[src/rtl/jt89_bus_if.sv]
// CPU write port of the SN76489-compatible PSG: decodes latch/data bytes into tone, volume and noise registers.
// Build option: define JT89_READY_EN to add the READY wait-state counter (otherwise ready is tied high).
module jt89_bus_if #(
  parameter int unsigned WAIT_CYCLES = 32
) (
  input  logic       clk,
  input  logic       rst,
  input  logic       clken,
  input  logic       cs_n,
  input  logic       wr_n,
  input  logic [7:0] din,
  output logic       ready,
  output logic [9:0] tone0,
  output logic [9:0] tone1,
  output logic [9:0] tone2,
  output logic [3:0] vol0,
  output logic [3:0] vol1,
  output logic [3:0] vol2,
  output logic [3:0] vol3,
  output logic [2:0] ctrl3,
  output logic       clr
);

  localparam int unsigned REG_W = 3;

  localparam logic [REG_W-1:0] REG_TONE0 = 3'b000;
  localparam logic [REG_W-1:0] REG_VOL0  = 3'b001;
  localparam logic [REG_W-1:0] REG_TONE1 = 3'b010;
  localparam logic [REG_W-1:0] REG_VOL1  = 3'b011;
  localparam logic [REG_W-1:0] REG_TONE2 = 3'b100;
  localparam logic [REG_W-1:0] REG_VOL2  = 3'b101;
  localparam logic [REG_W-1:0] REG_NOISE = 3'b110;
  localparam logic [REG_W-1:0] REG_VOL3  = 3'b111;

  logic             act;
  logic             act_l;
  logic             accept;
  logic             wr_en;
  logic             is_latch;
  logic [REG_W-1:0] latch_q;
  logic [REG_W-1:0] sel;

  assign act      = ~cs_n & ~wr_n;
  assign wr_en    = act & ~act_l & accept;
  assign is_latch = din[7];
  // A latch byte addresses its own register; a data byte reuses the last latch.
  assign sel      = is_latch ? din[6:4] : latch_q;

  // Strobe edge detector: a held strobe counts once, and one that began while busy never counts.
  always_ff @(posedge clk) begin
    if (rst) begin
      act_l <= 1'b0;
    end else begin
      act_l <= act;
    end
  end

`ifdef JT89_READY_EN
  localparam int unsigned CNT_W = (WAIT_CYCLES < 1) ? 1 : $clog2(WAIT_CYCLES + 1);

  logic [CNT_W-1:0] cnt;
  logic [CNT_W-1:0] cnt_next;

  assign accept = ready;

  // Busy time is counted in PSG clock-enable ticks, restarted by each accepted write.
  always_comb begin
    cnt_next = cnt;
    if (wr_en) begin
      cnt_next = CNT_W'(WAIT_CYCLES);
    end else if (clken && (cnt != '0)) begin
      cnt_next = cnt - CNT_W'(1);
    end
  end

  always_ff @(posedge clk) begin
    if (rst) begin
      cnt   <= '0;
      ready <= 1'b1;
    end else begin
      cnt   <= cnt_next;
      ready <= (cnt_next == '0);
    end
  end
`else
  logic unused_cfg;

  assign accept     = 1'b1;
  assign ready      = 1'b1;
  assign unused_cfg = clken ^ (WAIT_CYCLES != 0);
`endif

  // Register file; clr flags every accepted write to the noise control.
  always_ff @(posedge clk) begin
    if (rst) begin
      latch_q <= REG_TONE0;
      tone0   <= 10'h000;
      tone1   <= 10'h000;
      tone2   <= 10'h000;
      vol0    <= 4'hF;
      vol1    <= 4'hF;
      vol2    <= 4'hF;
      vol3    <= 4'hF;
      ctrl3   <= 3'b000;
      clr     <= 1'b0;
    end else begin
      clr <= 1'b0;
      if (wr_en) begin
        if (is_latch) begin
          latch_q <= din[6:4];
        end
        unique case (sel)
          REG_TONE0: tone0 <= is_latch ? {tone0[9:4], din[3:0]} : {din[5:0], tone0[3:0]};
          REG_TONE1: tone1 <= is_latch ? {tone1[9:4], din[3:0]} : {din[5:0], tone1[3:0]};
          REG_TONE2: tone2 <= is_latch ? {tone2[9:4], din[3:0]} : {din[5:0], tone2[3:0]};
          REG_VOL0:  vol0  <= din[3:0];
          REG_VOL1:  vol1  <= din[3:0];
          REG_VOL2:  vol2  <= din[3:0];
          REG_VOL3:  vol3  <= din[3:0];
          REG_NOISE: begin
            ctrl3 <= din[2:0];
            clr   <= 1'b1;
          end
          default: ;
        endcase
      end
    end
  end

endmodule

[config.mk]
export PLATFORM = sky130hd
export DESIGN_NAME = jt89_bus_if
export DESIGN_NICKNAME = d
export VERILOG_FILES = /design/src/rtl/jt89_bus_if.sv
export SDC_FILE = /design/constraint.sdc
export NUM_CORES = 1
export LEC_CHECK = 0
export BUFFER_PORTS_ARGS = -buffer_cell sky130_fd_sc_hd__buf_2
export CAP_MARGIN = 20
export CELL_PAD_IN_SITES_DETAIL_PLACEMENT = 0
export CELL_PAD_IN_SITES_GLOBAL_PLACEMENT = 1
export CORE_ASPECT_RATIO = 1.1
export CORE_MARGIN = 3
export CORE_UTILIZATION = 39
export DETAILED_ROUTE_END_ITERATION = 10
export PLACE_DENSITY = 0.77
export SLEW_MARGIN = 20
export SYNTH_ARGS = -nofsm -noshare
export SYNTH_HDL_FRONTEND = slang
export SYNTH_SLANG_ARGS = --single-unit
export TNS_END_PERCENT = 50
[constraint.sdc]
create_clock -name clk -period 1.9 [get_ports clk]
set_input_delay 0.095 -clock clk [delete_from_list [all_inputs] [get_ports clk]]
set_output_delay 0.095 -clock clk [all_outputs]
set_load 0.02 [all_outputs]
## Word-level counts from Yosys, hierarchy flattened

Cells that the tools add are included.
Widths: inputs -> output; s select.

| storage, ports and cells | value |
|---|---|
| register bits | 54 |
| output and inout port bits | 51 |
| bits of input ports | 13 |
| word-level logic and storage cells | 43 |

| cells by class | value |
|---|---|
| multiplexer cells | 2 |
| bitwise operators | 7 |
| equal/unequal tests | 7 |
| reductions and logical operators | 13 |

Operators with widths:

| cell | count |
|---|---|
| $reduce_and 3->1 | 6 |
| $eq 3x3->1 const B | 4 |
| $reduce_and 2->1 | 5 |
| $eq 3x2->1 const B | 2 |
| $not 1->1 | 5 |
| $eq 3x1->1 const B | 1 |
| $logic_not 3->1 | 1 |
| $mux 3 | 1 |
| $and 1x1->1 | 2 |
| $reduce_or 2->1 | 1 |
| $mux 1 | 1 |

## Logic depth before layout (Yosys ltp)

Gate-level depths: netlist of run 1.

| depth | value |
|---|---|
| depth after elaboration | 5 |
| gate-level depth with buffers | 4 |
| gate-level depth less buffers | 3 |

## Worst setup path after synthesis of run 1

Ideal clock, no wire load.

| timing | value |
|---|---|
| path type | flip-flop to flip-flop |
| from | reg latch_q[1] |
| to | reg vol0[0] |
| setup time | 0.126 ns |
| slack | 0.417 ns |
| stages on the path, launching flop included | 5 |
| clock period less this slack | 1.483 ns |
| arrival time | 1.357 ns |
| data required time | 1.774 ns |
| cell sequence | dfxtp_1 buf_2 or3b_1 a211o_1 mux2i_1 |

| between the ends | value |
|---|---|
| word-level cells in the longest chain between the ends | 3 |

RTL lines:

| element | line | source |
|---|---|---|
| start: declaration | 40 | `logic [REG_W-1:0] latch_q;` |
| start signal: assignment | 110 | `latch_q <= din[6:4];` |
| $mux 3 | n/a |  |
| $eq 3x1->1 | 112 | `unique case (sel)` |
| $reduce_and 2->1 (no source line) | n/a |  |
| end signal: assignment | 116 | `REG_VOL0: vol0 <= din[3:0];` |
| end: declaration | 16 | `output logic [3:0] vol0,` |

Every way passes these cells.
A chain may end at the register's enable or synchronous reset.

## Worst setup path in the final report of run 1

| timing | value |
|---|---|
| from | in cs_n |
| to | reg tone0[1] |

| between the ends | value |
|---|---|
| word-level cells in the longest chain between the ends | 4 |

RTL lines:

| element | line | source |
|---|---|---|
| start: declaration | 9 | `input logic cs_n,` |
| $not 1->1 | 43 | `assign act = ~cs_n & ~wr_n;` |
| $and 1x1->1 | 43 |  |
| $and 1x1->1 | 44 | `assign wr_en = act & ~act_l & accept;` |
| $reduce_and 3->1 (no source line) | n/a |  |
| end signal: assignment | 113 | `REG_TONE0: tone0 <= is_latch ? {tone0[9:4], din[3:0]} : {din[5:0], tone0[3:0]};` |
| end: declaration | 13 | `output logic [9:0] tone0,` |

Every way passes these cells.

==> results of run 1 <==
[final cells by class]
class / count / area, sq um
multi-input cells: 152 / 1110
fillers: 546 / 2720
repair buffers: 67 / 355
clock buffers: 6 / 72.6
well taps: 75 / 93.8
flip-flops and latches: 54 / 1080
clock inverters: 2 / 37.5
[how the worst max path moves through the flow]
stage,start,to,cells past startpoint
CTS,cs_n,tone1[5]$_SDFFE_PP0P_,5
finish,cs_n,tone0[1]$_SDFFE_PP0P_,5
global route,cs_n,tone0[1]$_SDFFE_PP0P_,5
global placement,latch_q[0]$_SDFFE_PP0P_,vol0[0]$_SDFFE_PP1P_,3
detailed placement,latch_q[0]$_SDFFE_PP0P_,vol2[2]$_SDFFE_PP1P_,3
floorplan,latch_q[1]$_SDFFE_PP0P_,vol0[0]$_SDFFE_PP1P_,4
[stage by stage]
step	cells	setup slack (ps)	util	hold WS (ps)
global route	356	9.90	0.503	69.6
floorplan	219	417	-	172
finish	356	133	0.503	57.3
detailed placement	346	293	0.478	324
CTS	356	116	0.502	46.3
global placement	346	329	0.478	320
[worst max-delay path, cell delays in order]
cell and delay (ps):
dlygate4sd3_1 530, buf_2 140, nor3_1 520, nand4b_1 440
mux2i_1 210
[power groups by stage]
stage	registers, uW	logic [uW]	clock network [uW]
after global placement	1180	170	0
after CTS	1160	174	789
after floorplan	1190	101	0
after global routing	1160	188	824
final	1160	173	769
after detailed placement	1180	171	0
[Yosys cell counts]
library cell	number	area, sq um
a211o_1	2	17.5
a211oi_1	1	7.51
a211oi_2	3	37.5
a211oi_4	1	20.0
a21oi_1	6	30.0
buf_2	5	25.0
buf_4	1	7.51
clkbuf_1	7	26.3
conb_1	1	3.75
dfxtp_1	54	1080
mux2_2	1	11.3
mux2i_1	46	460
nand2b_1	33	206
nand3_1	9	45.0
nand3b_1	3	22.5
nand4b_1	2	17.5
nor2_1	25	93.8
nor2b_1	1	6.26
nor3_1	4	20.0
nor4b_1	1	8.76
nor4b_2	1	15.0
o21ai_0	6	30.0
or3_1	2	12.5
or3_4	1	11.3
or3b_1	2	17.5
or4b_2	1	10.0
[per-layer routing]
metal  wire length [microns]  GRT usage  part of all wire  up-vias
met4                      99     0.0588             0.019        0
met1                    2380      0.203              0.46      824
li1                        -          -                 -      878
met3                     229     0.0336             0.044        8
met2                    2510      0.280              0.48       47
met5                       0          0                 0        -
[kinds of logic after synthesis]
family                 share of synthesized area
multiplexers                               0.210
buffers and inverters                     0.0262
AO/OA/AOI/OAI                             0.0636
AND/OR/NAND/NOR                            0.217
flip-flops                                 0.482
other                                    0.00167
[timing repair]
action,4_1_cts,5_1_grt
hold endpoints to repair,1,0
hold buffers,2,0
endpoints found under the setup margin,0,3
resized for setup,0,1
[sequential cells by signal (all words and copies together) (netlist names)]
register and flops:
tone0 10, tone1 10, tone2 10, vol0 4, vol1 4, vol2 4
vol3 4, ctrl3 3, latch_q 3, act_l 1, clr 1
==> metrics, run 1 <==
status complete, no violations; Die Y-Extent ~86 microns; R2R Path Start latch_q[0]$_SDFFE_PP0P_; I/O Pins 64; Worst Max-Slew Pin Slew 636 ps; Via density 4.94; CP max FO 4; Pleak 0.00122 uW; Setup Buffers After CTS 0; vias in the first global route 1,719; Max Cap Viol 0; # DRC 0; synth unique cells 26; DP HPWL approximately 3.8 mm; Mapped Area 2240 sq um; CP Launch Type primary input; overall power 2100 uW; Clock Tree Buf Depth 2; CP Capture Type flip-flop; Critical Path AT around 2000 ps; sequential share of power 0.551; TritonCTS clock tree done; nets 293; Min Clock Period, post-route 1770 ps; synthesized instance count approximately 220; RSZ-0062 raised after global routing false; HP Class primary input to flip-flop; Worst-path clk slew about 90 ps; Tcrit/Tclk final 0.930; Worst VDD drop approximately 0.00045 V; #FFs+latches synth 54; vias 1,757; CP Class primary input to flip-flop; Pre-antenna DRT Iters 4; Slew Limit Headroom 0.564; GRT Residual Overflow 0; Seq/Total Area, Yosys 0.482; Hold Path Sink tone2[4]$_SDFFE_PP0P_; largest net degree at the start of global routing 27; CTS root buffer clkbuf_8; number of cell rows 28; final number of hold-violating endpoints 0; Area Overhead vs Synth 22.5%; WL per Instance 14.7 microns; drt first-iter violations 44; commonest cells after routing, fill and taps aside buf_2, dfxtp_1, mux2i_1, nand2b_1, nor2_1; ANT cells 0; core box area 5470 sq um; combinational share of power 0.082; Total GRT Usage 0.163; die area 6700 sq um; share of layout cells above drive strength 1 0.288; Die Wd between 70 and 80 microns; Int Power 1600 uW; global-route wire length before repair 8.49 mm; Final Max Tran Viols 0; r2r setup slk 300 ps; Setup-failing EPs final 0; Clock power frac 0.367; H-tree Lvls 2; syn avg cell area 10.2 sq um; Routed Antenna Nets 0; WHS Path Cells 3; commonest non-fill, non-tap cell in the layout buf_2; cells on worst reg2reg path 3; design area around 2800 sq um; initial antenna violation count 0; CP required 2080 ps; placed cell area 2620 sq um; clk_lat worst skew about 300 ps; hold_sp din[0]; Psw between 400 and 500 uW; Starting Density 0.411; Num CTS Buffers 5; synth warn 0; final WL 5.23 mm; TNS Setup 0 ps; Syn Nets about 230; fmax 566 MHz; switching fraction of total power 0.236; R2R Path End vol0[3]$_SDFFE_PP1P_; Layout Skew between 6 and 7 ps; PD cells ~760 nW/um^2; GPL Wtd Cong between 0.7 and 0.8; Sink Count between 50 and 60; Buffers on Ports 61
Note: power is estimated with default switching activity, not from simulation.
==> run 2, diff against run 1 <==
CORE_UTILIZATION = 42   (was 39)
PLACE_DENSITY = unset   (was 0.77)
PLACE_DENSITY_LB_ADDON = 0.1   (was unset)
clock period = 2.2 ns   (was 1.9 ns; I/O delays follow)
==> run 2 against run 1 <==
  * Global-route usage increased by 0.78 points
  * Critical path depth did not move
  * Core utilization is 3.5 points higher
  * Combinational power fell by 14%
  * Final cell count shrank 0.84%
  * Critical path type unchanged
  * Critical endpoint is now tone0[6]$_SDFFE_PP0P_
  * Largest cell class unchanged
  * Largest power group unchanged
==> metrics, run 2 (same netlist as run 1, synthesis figures left out) <==
status complete, no violations; ANT cells 0 (unchanged); TNS Setup 0 ps (unchanged); commonest non-fill, non-tap cell in the layout buf_2; WL per Instance 14.3 microns (-2.4%); Worst Max-Slew Pin Slew 699 ps (+62.6 ps); drt first-iter violations 80 (+82%); GRT Residual Overflow 0 (unchanged); Setup Buffers After CTS 0 (unchanged); final number of hold-violating endpoints 0 (unchanged); H-tree Lvls 2 (unchanged); global-route wire length before repair 7.97 mm (-6.2%); number of cell rows 27 (-3.6%); final WL 5.06 mm (-3.2%); share of layout cells above drive strength 1 0.288 (unchanged); hold slack final 84.0 ps (+26.7 ps); placed cell area 2610 sq um (-0.14%); CTS root buffer clkbuf_8; Pleak 0.00123 uW (+0.59%); Buffers on Ports 61 (unchanged); vias in the first global route 1,536 (-11%); CP required 2400 ps (+320 ps); worst slack, placed 637 ps (+344 ps); DP HPWL 3.52 mm (-6.8%); Worst VDD drop 0.000314 V (-30%); CP max FO 14 (+10); Die Wd 75.7 microns (-3.4%); post_cts resized 0 (unchanged); Routed Antenna Nets 0 (unchanged); Area Overhead vs Synth 22.4% (about the same); Tcrit/Tclk final 0.795; PD cells 667 nW/um^2 (-13%); # DRC 0 (unchanged); largest net degree at the start of global routing 38 (+41%); RSZ-0062 raised after global routing false; TritonCTS clock tree done; clk_lat worst skew 320 ps (+20 ps); initial antenna violation count 0 (unchanged); I/O Pins 64 (unchanged); Min Clock Period, post-route 1750 ps; Setup-failing EPs final 0 (unchanged); Sink Count 54 (unchanged); Via density 4.96 (+0.51%); nets 293 (unchanged); Starting Density 0.440 (+0.0293); design area 2750 sq um (about the same); Max Cap Viol 0 (unchanged); Num CTS Buffers 5 (unchanged); core box area 5100 sq um (-6.7%); # fillers 489 (-10%); Clock Tree Buf Depth 2 (unchanged); Layout Skew 12.1 ps (+5.69 ps); GPL Wtd Cong 0.723 (-2.4%); CP Capture Type flip-flop; Worst path slowest cell dlygate4sd3_1; overall power 1830 uW (-13%); CP Class primary input to flip-flop; Worst-path clk slew 110 ps (+20 ps); Die Y-Extent 82.7 microns (-3.4%); commonest cells after routing, fill and taps aside buf_2, dfxtp_1, mux2i_1, nand2b_1, nor2_1; top flop regs tone0 (10), tone1 (10), tone2 (10); worst-path cell chain dlygate4sd3_1 -> buf_2 -> or3_4 -> or3_1 -> mux2i_1; Final Max Tran Viols 0 (unchanged); HP Class primary input to flip-flop; die area 6260 sq um (-6.6%); Total GRT Usage 0.171 (+0.00784); CP Launch Type primary input; Pre-antenna DRT Iters 4 (unchanged); Slew Limit Headroom 0.521 (-0.0429); slowest stage delay, CP 530 ps (about the same); vias 1,751 (-0.34%); Critical Path AT 1950 ps (about the same); fmax 572 MHz; final worst slack 452 ps (+319 ps)
## run 2: cell count changes in the layout (fill, tap and decap cells not counted), sizes merged
cell,change
inv,+1
clkinv,+1
clkinvlp,-1
clkbuf,-1
## run 2: per-stage QoR
step,util,instances
floorplan,-,219
global placement,0.512,343
detailed placement,0.512,343
CTS,0.539,353
global route,0.539,353
finish,0.539,353
## run 2: final timing paths
kind / from / end / slack, ps / cells after the start
max: cs_n / tone0[6]$_SDFFE_PP0P_ / 450 / 5
max reg2reg: latch_q[0]$_SDFFE_PP0P_ / vol2[0]$_SDFFE_PP1P_ / 590 / 3
min: din[0] / tone2[4]$_SDFFE_PP0P_ / 80 / 3
min reg2reg: tone0[9]$_SDFFE_PP0P_ / tone0[9]$_SDFFE_PP0P_ / 480 / 2
## run 2: power breakdown
group	internal [uW]	switching [uW]
sequential	989	8.93
clock	345	341
combinational	56.0	92.4
## run 2: cell type report
type / instances / area (sq um) / area share
clock inverters: 3 / 47.5 / 0.0173
repair buffers: 67 / 355 / 0.129
well taps: 72 / 90.1 / 0.0328
flip-flops and latches: 54 / 1080 / 0.393
clock buffers: 5 / 68.8 / 0.0250
multi-input cells: 152 / 1100 / 0.402
## run 2: layer usage
layer / vias up / wire, microns / track usage
li1: 871 / - / -
met1: 822 / 2340 / 0.238
met2: 51 / 2370 / 0.259
met3: 7 / 289 / 0.0400
met4: 0 / 64 / 0.0577
met5: - / 0 / 0
## run 2: critical path, delay by kind of cell
kind                   cells  cell delay (ps)
muxes                      1              160
buffers and inverters      2              670
and+or+nand+nor            2             1000
## run 2: timing repair
action / 4_1_cts / 5_1_grt
endpoints found under the hold margin: 1 / 0
endpoints found under the setup margin: 0 / 0
hold buffers: 2 / 0
